[config.mk]
export PLATFORM = sky130hd
export DESIGN_NAME = fpu_dispatch_unit_flat
export DESIGN_NICKNAME = d
export VERILOG_FILES = /design/src/rtl/fpu_dispatch_unit_pkg.sv /design/src/rtl/fpu_dispatch_unit_if.sv /design/src/rtl/fpu_dispatch_unit_timer.sv /design/src/rtl/fpu_dispatch_unit.sv /design/src/flat_wrapper.sv
export SDC_FILE = /design/constraint.sdc
export NUM_CORES = 1
export LEC_CHECK = 0
export ABC_AREA = 1
export ABC_CLOCK_PERIOD_IN_PS = 2500
export CAP_MARGIN = 20
export CELL_PAD_IN_SITES_DETAIL_PLACEMENT = 2
export CELL_PAD_IN_SITES_GLOBAL_PLACEMENT = 2
export CORE_ASPECT_RATIO = 0.75
export CORE_MARGIN = 5
export CORE_UTILIZATION = 25
export DETAILED_ROUTE_END_ITERATION = 10
export GPL_ROUTABILITY_DRIVEN = 0
export PLACE_DENSITY = 0.89
export SETUP_SLACK_MARGIN = 0.02
export SKIP_LAST_GASP = 1
export SYNTH_ARGS = -nofsm -noshare
export SYNTH_HDL_FRONTEND = slang
export SYNTH_HIERARCHICAL = 1
export SYNTH_SLANG_ARGS = --single-unit
[constraint.sdc]
create_clock -name clk -period 2.5 [get_ports clk]
set_input_delay 0.75 -clock clk [delete_from_list [all_inputs] [get_ports clk]]
set_output_delay 0.75 -clock clk [all_outputs]
set_load 0.02 [all_outputs]
[src/rtl/fpu_dispatch_unit_pkg.sv]
// Shared opcodes, timeout default and FSM state type for the FPU dispatcher.
// Imported by the dispatcher top and by anything that drives or checks it.
package fpu_dispatch_unit_pkg;

  localparam logic [1:0] FPU_ADD  = 2'd0;
  localparam logic [1:0] FPU_SUB  = 2'd1;
  localparam logic [1:0] FPU_MUL  = 2'd2;
  localparam logic [1:0] FPU_SQRT = 2'd3;

  localparam int FPU_DISPATCH_TIMEOUT = 64;

  typedef enum logic [1:0] {
    ST_IDLE  = 2'd0,
    ST_ISSUE = 2'd1,
    ST_WAIT  = 2'd2,
    ST_WB    = 2'd3
  } disp_state_t;

  // A negative radicand can never produce a valid root, so it completes without the FPU.
  function automatic logic is_neg_sqrt(input logic [1:0] op, input logic sign_bit);
    return (op == FPU_SQRT) && sign_bit;
  endfunction

endpackage

[src/rtl/fpu_dispatch_unit_if.sv]
// Request, FPU and write-back signals of the dispatcher bundled as one interface.
// Request: req_valid/req_ready handshake, transfer when both are high on a rising edge;
// the requester holds req_* stable while req_valid is high and req_ready is low.
interface fpu_dispatch_unit_if #(
  parameter int WIDTH   = 32,
  parameter int RD_BITS = 5
);
  logic               req_valid;
  logic               req_ready;
  logic [1:0]         req_operation;
  logic [WIDTH-1:0]   req_operand_1;
  logic [WIDTH-1:0]   req_operand_2;
  logic [RD_BITS-1:0] req_rd;

  logic [1:0]         fpu_operation;
  logic [WIDTH-1:0]   fpu_operand_1;
  logic [WIDTH-1:0]   fpu_operand_2;
  logic [WIDTH-1:0]   fpu_result;
  logic               fpu_ready;

  logic               wb_valid;
  logic [RD_BITS-1:0] wb_rd;
  logic [WIDTH-1:0]   wb_data;
  logic               wb_error;

  modport master (
    input  req_valid, req_operation, req_operand_1, req_operand_2, req_rd,
    input  fpu_result, fpu_ready,
    output req_ready, fpu_operation, fpu_operand_1, fpu_operand_2,
    output wb_valid, wb_rd, wb_data, wb_error
  );

  modport slave (
    output req_valid, req_operation, req_operand_1, req_operand_2, req_rd,
    output fpu_result, fpu_ready,
    input  req_ready, fpu_operation, fpu_operand_1, fpu_operand_2,
    input  wb_valid, wb_rd, wb_data, wb_error
  );

endinterface

[src/rtl/fpu_dispatch_unit_timer.sv]
// Cycle counter for the WAIT state: cleared on issue, counts while enabled, and
// flags expiry once it has reached TIMEOUT-1.
module fpu_wait_timer #(
  parameter int TIMEOUT = 64
) (
  input  logic clk,
  input  logic reset,
  input  logic clear,
  input  logic enable,
  output logic expired
);

  localparam int CW = (TIMEOUT > 2) ? $clog2(TIMEOUT) : 1;

  logic [CW-1:0] count_q, count_d;

  assign expired = (count_q == CW'(TIMEOUT - 1));

  always_comb begin
    count_d = count_q;
    if (clear) begin
      count_d = '0;
    end else if (enable && !expired) begin
      count_d = count_q + CW'(1);
    end
  end

  always_ff @(posedge clk or negedge reset) begin
    if (!reset) begin
      count_q <= '0;
    end else begin
      count_q <= count_d;
    end
  end

endmodule

[src/rtl/fpu_dispatch_unit.sv]
// Issues one fixed-point op to the FPU, holds operands until the FPU is ready, and
// returns the result (or a timeout / negative-radicand error) as a one-cycle write-back.
module fpu_dispatch_unit
  import fpu_dispatch_unit_pkg::*;
#(
  parameter int WIDTH   = 32,
  parameter int FBITS   = 10,
  parameter int RD_BITS = 5,
  parameter int TIMEOUT = FPU_DISPATCH_TIMEOUT
) (
  input  logic                 clk,
  input  logic                 reset,
  fpu_dispatch_unit_if.master  bus,
  output disp_state_t          dbg_state
);

  generate
    if (TIMEOUT < 2) begin : g_bad_timeout
      $error("fpu_dispatch_unit: TIMEOUT must be at least 2");
    end
    if (FBITS >= WIDTH) begin : g_bad_fbits
      $error("fpu_dispatch_unit: FBITS must be smaller than WIDTH");
    end
  endgenerate

  disp_state_t        state_q, state_d;
  logic               req_ready_q, req_ready_d;
  logic [1:0]         fpu_op_q, fpu_op_d;
  logic [WIDTH-1:0]   fpu_op1_q, fpu_op1_d;
  logic [WIDTH-1:0]   fpu_op2_q, fpu_op2_d;
  logic [RD_BITS-1:0] tag_q, tag_d;
  logic               wb_valid_q, wb_valid_d;
  logic [RD_BITS-1:0] wb_rd_q, wb_rd_d;
  logic [WIDTH-1:0]   wb_data_q, wb_data_d;
  logic               wb_error_q, wb_error_d;

  logic timer_clear, timer_en, timer_expired;

  assign timer_clear = (state_q == ST_ISSUE);
  assign timer_en    = (state_q == ST_WAIT);

  fpu_wait_timer #(.TIMEOUT(TIMEOUT)) u_timer (
    .clk     (clk),
    .reset   (reset),
    .clear   (timer_clear),
    .enable  (timer_en),
    .expired (timer_expired)
  );

  always_comb begin
    state_d    = state_q;
    fpu_op_d   = fpu_op_q;
    fpu_op1_d  = fpu_op1_q;
    fpu_op2_d  = fpu_op2_q;
    tag_d      = tag_q;
    wb_valid_d = 1'b0;
    wb_error_d = 1'b0;
    wb_rd_d    = wb_rd_q;
    wb_data_d  = wb_data_q;

    case (state_q)
      ST_IDLE: begin
        if (bus.req_valid) begin
          fpu_op_d  = bus.req_operation;
          fpu_op1_d = bus.req_operand_1;
          fpu_op2_d = bus.req_operand_2;
          tag_d     = bus.req_rd;
          if (is_neg_sqrt(bus.req_operation, bus.req_operand_1[WIDTH-1])) begin
            state_d    = ST_WB;
            wb_valid_d = 1'b1;
            wb_error_d = 1'b1;
            wb_data_d  = '0;
            wb_rd_d    = bus.req_rd;
          end else begin
            state_d = ST_ISSUE;
          end
        end
      end
      // Ready may still be high from the previous op here, so it is not looked at.
      ST_ISSUE: state_d = ST_WAIT;
      ST_WAIT: begin
        // Equality compare keeps an undriven or unknown ready from completing the op.
        if (bus.fpu_ready == 1'b1) begin
          state_d    = ST_WB;
          wb_valid_d = 1'b1;
          wb_data_d  = bus.fpu_result;
          wb_rd_d    = tag_q;
        end else if (timer_expired) begin
          state_d    = ST_WB;
          wb_valid_d = 1'b1;
          wb_error_d = 1'b1;
          wb_data_d  = '0;
          wb_rd_d    = tag_q;
        end
      end
      ST_WB:   state_d = ST_IDLE;
      default: state_d = ST_IDLE;
    endcase

    req_ready_d = (state_d == ST_IDLE);
  end

  always_ff @(posedge clk or negedge reset) begin
    if (!reset) begin
      state_q     <= ST_IDLE;
      req_ready_q <= 1'b1;
      fpu_op_q    <= FPU_ADD;
      fpu_op1_q   <= '0;
      fpu_op2_q   <= '0;
      tag_q       <= '0;
      wb_valid_q  <= 1'b0;
      wb_rd_q     <= '0;
      wb_data_q   <= '0;
      wb_error_q  <= 1'b0;
    end else begin
      state_q     <= state_d;
      req_ready_q <= req_ready_d;
      fpu_op_q    <= fpu_op_d;
      fpu_op1_q   <= fpu_op1_d;
      fpu_op2_q   <= fpu_op2_d;
      tag_q       <= tag_d;
      wb_valid_q  <= wb_valid_d;
      wb_rd_q     <= wb_rd_d;
      wb_data_q   <= wb_data_d;
      wb_error_q  <= wb_error_d;
    end
  end

  assign bus.req_ready     = req_ready_q;
  assign bus.fpu_operation = fpu_op_q;
  assign bus.fpu_operand_1 = fpu_op1_q;
  assign bus.fpu_operand_2 = fpu_op2_q;
  assign bus.wb_valid      = wb_valid_q;
  assign bus.wb_rd         = wb_rd_q;
  assign bus.wb_data       = wb_data_q;
  assign bus.wb_error      = wb_error_q;
  assign dbg_state         = state_q;

endmodule

[src/flat_wrapper.sv]
// flat-port wrapper written by rule: the top's interface ports become plain ports
module fpu_dispatch_unit_flat import fpu_dispatch_unit_pkg::*;
#(
  parameter int WIDTH   = 32,
  parameter int FBITS   = 10,
  parameter int RD_BITS = 5,
  parameter int TIMEOUT = FPU_DISPATCH_TIMEOUT
)
  (clk, reset, dbg_state, bus_req_valid, bus_req_operation, bus_req_operand_1, bus_req_operand_2, bus_req_rd, bus_fpu_result, bus_fpu_ready, bus_req_ready, bus_fpu_operation, bus_fpu_operand_1, bus_fpu_operand_2, bus_wb_valid, bus_wb_rd, bus_wb_data, bus_wb_error);
  fpu_dispatch_unit_if #(.WIDTH(WIDTH), .RD_BITS(RD_BITS)) bus_i ();
  input  logic clk;
  input  logic reset;
  output disp_state_t dbg_state;
  input wire logic [$bits(bus_i.req_valid)-1:0] bus_req_valid;
  input wire logic [$bits(bus_i.req_operation)-1:0] bus_req_operation;
  input wire logic [$bits(bus_i.req_operand_1)-1:0] bus_req_operand_1;
  input wire logic [$bits(bus_i.req_operand_2)-1:0] bus_req_operand_2;
  input wire logic [$bits(bus_i.req_rd)-1:0] bus_req_rd;
  input wire logic [$bits(bus_i.fpu_result)-1:0] bus_fpu_result;
  input wire logic [$bits(bus_i.fpu_ready)-1:0] bus_fpu_ready;
  output wire logic [$bits(bus_i.req_ready)-1:0] bus_req_ready;
  output wire logic [$bits(bus_i.fpu_operation)-1:0] bus_fpu_operation;
  output wire logic [$bits(bus_i.fpu_operand_1)-1:0] bus_fpu_operand_1;
  output wire logic [$bits(bus_i.fpu_operand_2)-1:0] bus_fpu_operand_2;
  output wire logic [$bits(bus_i.wb_valid)-1:0] bus_wb_valid;
  output wire logic [$bits(bus_i.wb_rd)-1:0] bus_wb_rd;
  output wire logic [$bits(bus_i.wb_data)-1:0] bus_wb_data;
  output wire logic [$bits(bus_i.wb_error)-1:0] bus_wb_error;
  assign bus_i.req_valid = bus_req_valid;
  assign bus_i.req_operation = bus_req_operation;
  assign bus_i.req_operand_1 = bus_req_operand_1;
  assign bus_i.req_operand_2 = bus_req_operand_2;
  assign bus_i.req_rd = bus_req_rd;
  assign bus_i.fpu_result = bus_fpu_result;
  assign bus_i.fpu_ready = bus_fpu_ready;
  assign bus_req_ready = bus_i.req_ready;
  assign bus_fpu_operation = bus_i.fpu_operation;
  assign bus_fpu_operand_1 = bus_i.fpu_operand_1;
  assign bus_fpu_operand_2 = bus_i.fpu_operand_2;
  assign bus_wb_valid = bus_i.wb_valid;
  assign bus_wb_rd = bus_i.wb_rd;
  assign bus_wb_data = bus_i.wb_data;
  assign bus_wb_error = bus_i.wb_error;
  fpu_dispatch_unit #(.WIDTH(WIDTH), .FBITS(FBITS), .RD_BITS(RD_BITS), .TIMEOUT(TIMEOUT)) u_core (.clk(clk), .reset(reset), .bus(bus_i), .dbg_state(dbg_state));
endmodule
==> results.yml <==
global_route:
  antenna_found_initial: 1
  grt_pass1_vias: 5684
  grt_pass1_wl_microns: 30700
  overflow: 0
  grt_max_degree: 64
  track_usage_pct: 16.6
cts:
  clk_pin_slew_ns: 0.06
  postCtsSetupBuffers: 0
  cts-htree-levels: 4
  numCtsBuffers: 17
  clk_path_buf_depth: 2
  hold_buffers: 0
  cts_tree: "built"
  clkLatencyLatePin_ns: 0.41
  cts.sinks: 119
  root_buffer: "clkbuf_16"
  cts_resized: 0
logic_synthesis:
  synth-compound-area-share_pct: 1.49
  synth_nets: 739
  synth.avg_cell_area_sq_um: 8.15
  yosysSeqAreaShare_pct: 58.2
  synth_fa_ha_area_share_pct: 0.978
  syn_inst: 628
  synth_top_family_by_area: "simple AND/OR/NAND/NOR gates"
  ys_ff_latch: 119
  synth.area.mux_share_pct: 0
  synth_cell_type_count: 22
  yosys.area_share.simple_pct: 32.1
  synth_area_sq_um: 5120
  synthXorXnorAreaFrac_pct: 0
  yosys_warnings: 6
setup_path:
  slowest_stage: "clkdlybuf4s50_1"
  path_max_fanout: 1
  critPathRequiredTime_ns: 1.75
  reg2regPathDepth: 12
  max_stage_delay_ns: 0.61
  critPathLaunchType: "flip-flop"
  cp-end-kind: "output port"
  r2r_start: "u_core/u_timer/count_q[0]"
  arrival_ns: 1.53
  crit_buf_inv: 1
  path_class: "flip-flop to output port"
  path_cells: "clkdlybuf4s50_1"
  critPathTopFamily: "buffers and inverters"
  ff2ff_setup_slack_ns: 0.42
  worstReg2RegEnd: "u_core/bus.wb_data[26]"
pwr:
  p_comb_share_pct: 46.2
  p_sw_share_pct: 39.5
  power_mw: 10.7
  leakagePower_nw: 4.14
  ir_drop_mv: 0.461
  clkPwrFrac_pct: 23.1
  power-per-cell-area_nw_per_um2: 1300
  p_int_mw: 6.44
  netSwitchingPower_mw: 4.21
  power_frac_seq_pct: 30.7
routing:
  drt_wl_total_microns: 19000
  met3WireLength_microns: 2020
  via_per_inst: 4.38
  wl_met2_microns: 9000
  wl_per_cell_microns: 17.0
  top_layer: "met5"
  drtIter0Drc: 164
  first_pass_iters: 4
  wl_met1_microns: 7810
  ant_nets: 0
  drc: 0
  vias: 4880
run_status:
  status: "finished clean"
timing:
  slew_viol_final: 0
  rsz0062_at_grt: "no"
  relSlewSlack_pct: 72.5
  hold_viol: 0
  worst_slew_pin_slew_ns: 0.413
  clock-skew-final_ns: 0.00961
  layout_min_cycle_time_ns: 2.28
  setup_tns_ns: 0
  setup_viol: 0
  setup_ws_ns: 0.223
  max_freq_mhz: 439
  timing.final.crit_share_pct: 91.1
run:
  maxCapViolCount: 0
floorplanning:
  die_height_microns: 134
  initial_core_util_pct: 25.3
  dieArea_sq_um: 23500
  io_pins: 215
  num_rows: 45
  die_w_microns: 175
  core-area_sq_um: 20200
worst_hold_path:
  min_path_type: "input port to async pin"
finish:
  syn2layout_area_growth_pct: 59.7
  fin_nets: 954
  antenna_cells: 0
  mostFrequentLayoutCells: "nand2_1, clkdlybuf4s50_1, dfrtp_1"
  final_common_cell: "nand2_1"
  drive_above_1_share_pct: 6.43
placed_design:
  numPortBuffers: 214
  place_hpwl_microns: 13600
  pre_cts_ws_ns: 0.172
-- state kept, by name, indices dropped and copies added (netlist names) --
register	flops
u_core/bus.wb_error	1
u_core/u_timer/count_q	6
u_core/bus.wb_rd	5
u_core/bus.fpu_operand_1	32
u_core/bus.req_ready	1
u_core/bus.fpu_operand_2	32
u_core/bus.wb_data	32
u_core/dbg_state	2
u_core/bus.wb_valid	1
u_core/tag_q	5
u_core/bus.fpu_operation	2
-- routing by layer --
metal / vias to the layer above / GRT usage (%)
met2: 143 / 27.2
met1: 2399 / 19.5
met3: 12 / 8.31
met5: - / 0
met4: 2 / 4.01
li1: 2324 / -
-- worst max-delay path by stage --
| stage | startpoint | to | slack [ns] | depth (start not counted) |
|---|---|---|---|---|
| floorplan | u_core/dbg_state[0] | u_core/bus.wb_rd[0] | 0.78 | 9 |
| global placement | bus_fpu_ready | u_core/bus.wb_rd[0] | 0.30 | 8 |
| detailed placement | bus_fpu_ready | u_core/bus.wb_data[26] | 0.17 | 9 |
| CTS | u_core/bus.req_ready | bus_req_ready | 0.19 | 1 |
| global route | u_core/bus.req_ready | bus_req_ready | 0.18 | 1 |
| finish | u_core/bus.req_ready | bus_req_ready | 0.22 | 1 |
-- power by group through the flow --
stage	combinational [mW]	sequential [mW]	clock [mW]
2_1_floorplan	1.53	4.19	0
3_3_place_gp	4.83	3.26	0
3_5_place_dp	4.99	3.30	0
4_1_cts	5.05	3.29	2.54
5_1_grt	5.36	3.39	2.63
6_report	4.92	3.27	2.46
-- stage by stage --
step | area (sq um) | util (%) | std cells | hold slack (ns)
2_1_floorplan | 5120 | - | 628 | 0.453
3_3_place_gp | 7590 | 37.5 | 1082 | 0.453
3_5_place_dp | 7590 | 37.5 | 1082 | 0.464
4_1_cts | 8170 | 40.4 | 1114 | 0.348
5_1_grt | 8170 | 40.4 | 1114 | 0.356
6_report | 8170 | 40.4 | 1114 | 0.342
-- cell usage after synthesis --
cell type | n | area, sq um
inv_2 | 4 | 15.0
nand4_1 | 2 | 12.5
nand2_4 | 2 | 22.5
nor2_1 | 40 | 150
buf_6 | 3 | 33.8
o21bai_1 | 1 | 7.51
nand2_8 | 1 | 20.0
nand2_1 | 306 | 1150
dfstp_2 | 1 | 26.3
nand2_2 | 3 | 18.8
buf_4 | 2 | 15.0
o21ai_0 | 12 | 60.1
dfrtp_1 | 118 | 2950
ha_1 | 4 | 50.1
buf_1 | 1 | 3.75
nor2_4 | 1 | 11.3
o21ai_2 | 1 | 8.76
buf_2 | 18 | 90.1
nor3_1 | 2 | 10.0
clkbuf_1 | 6 | 22.5
nand3_1 | 50 | 250
inv_1 | 50 | 188
-- cell type report --
class	instances	area, sq um
multi-input cells	425	1780
repair buffers	226	2300
clock buffers	22	454
well taps	258	323
fillers	2231	12000
flip-flops and latches	119	2980
inverters	54	203
clock inverters	10	130
-- cells by family (layout without fill, tap and decap cells) --
group / Yosys count / in the layout
buffers and inverters: 84 / 312
AND/OR/NAND/NOR: 407 / 407
adder cells (fa/ha/maj): 4 / 4
AO/OA/AOI/OAI: 14 / 14
flip-flops: 119 / 119
No activity file was read; power rests on OpenSTA's default activity.
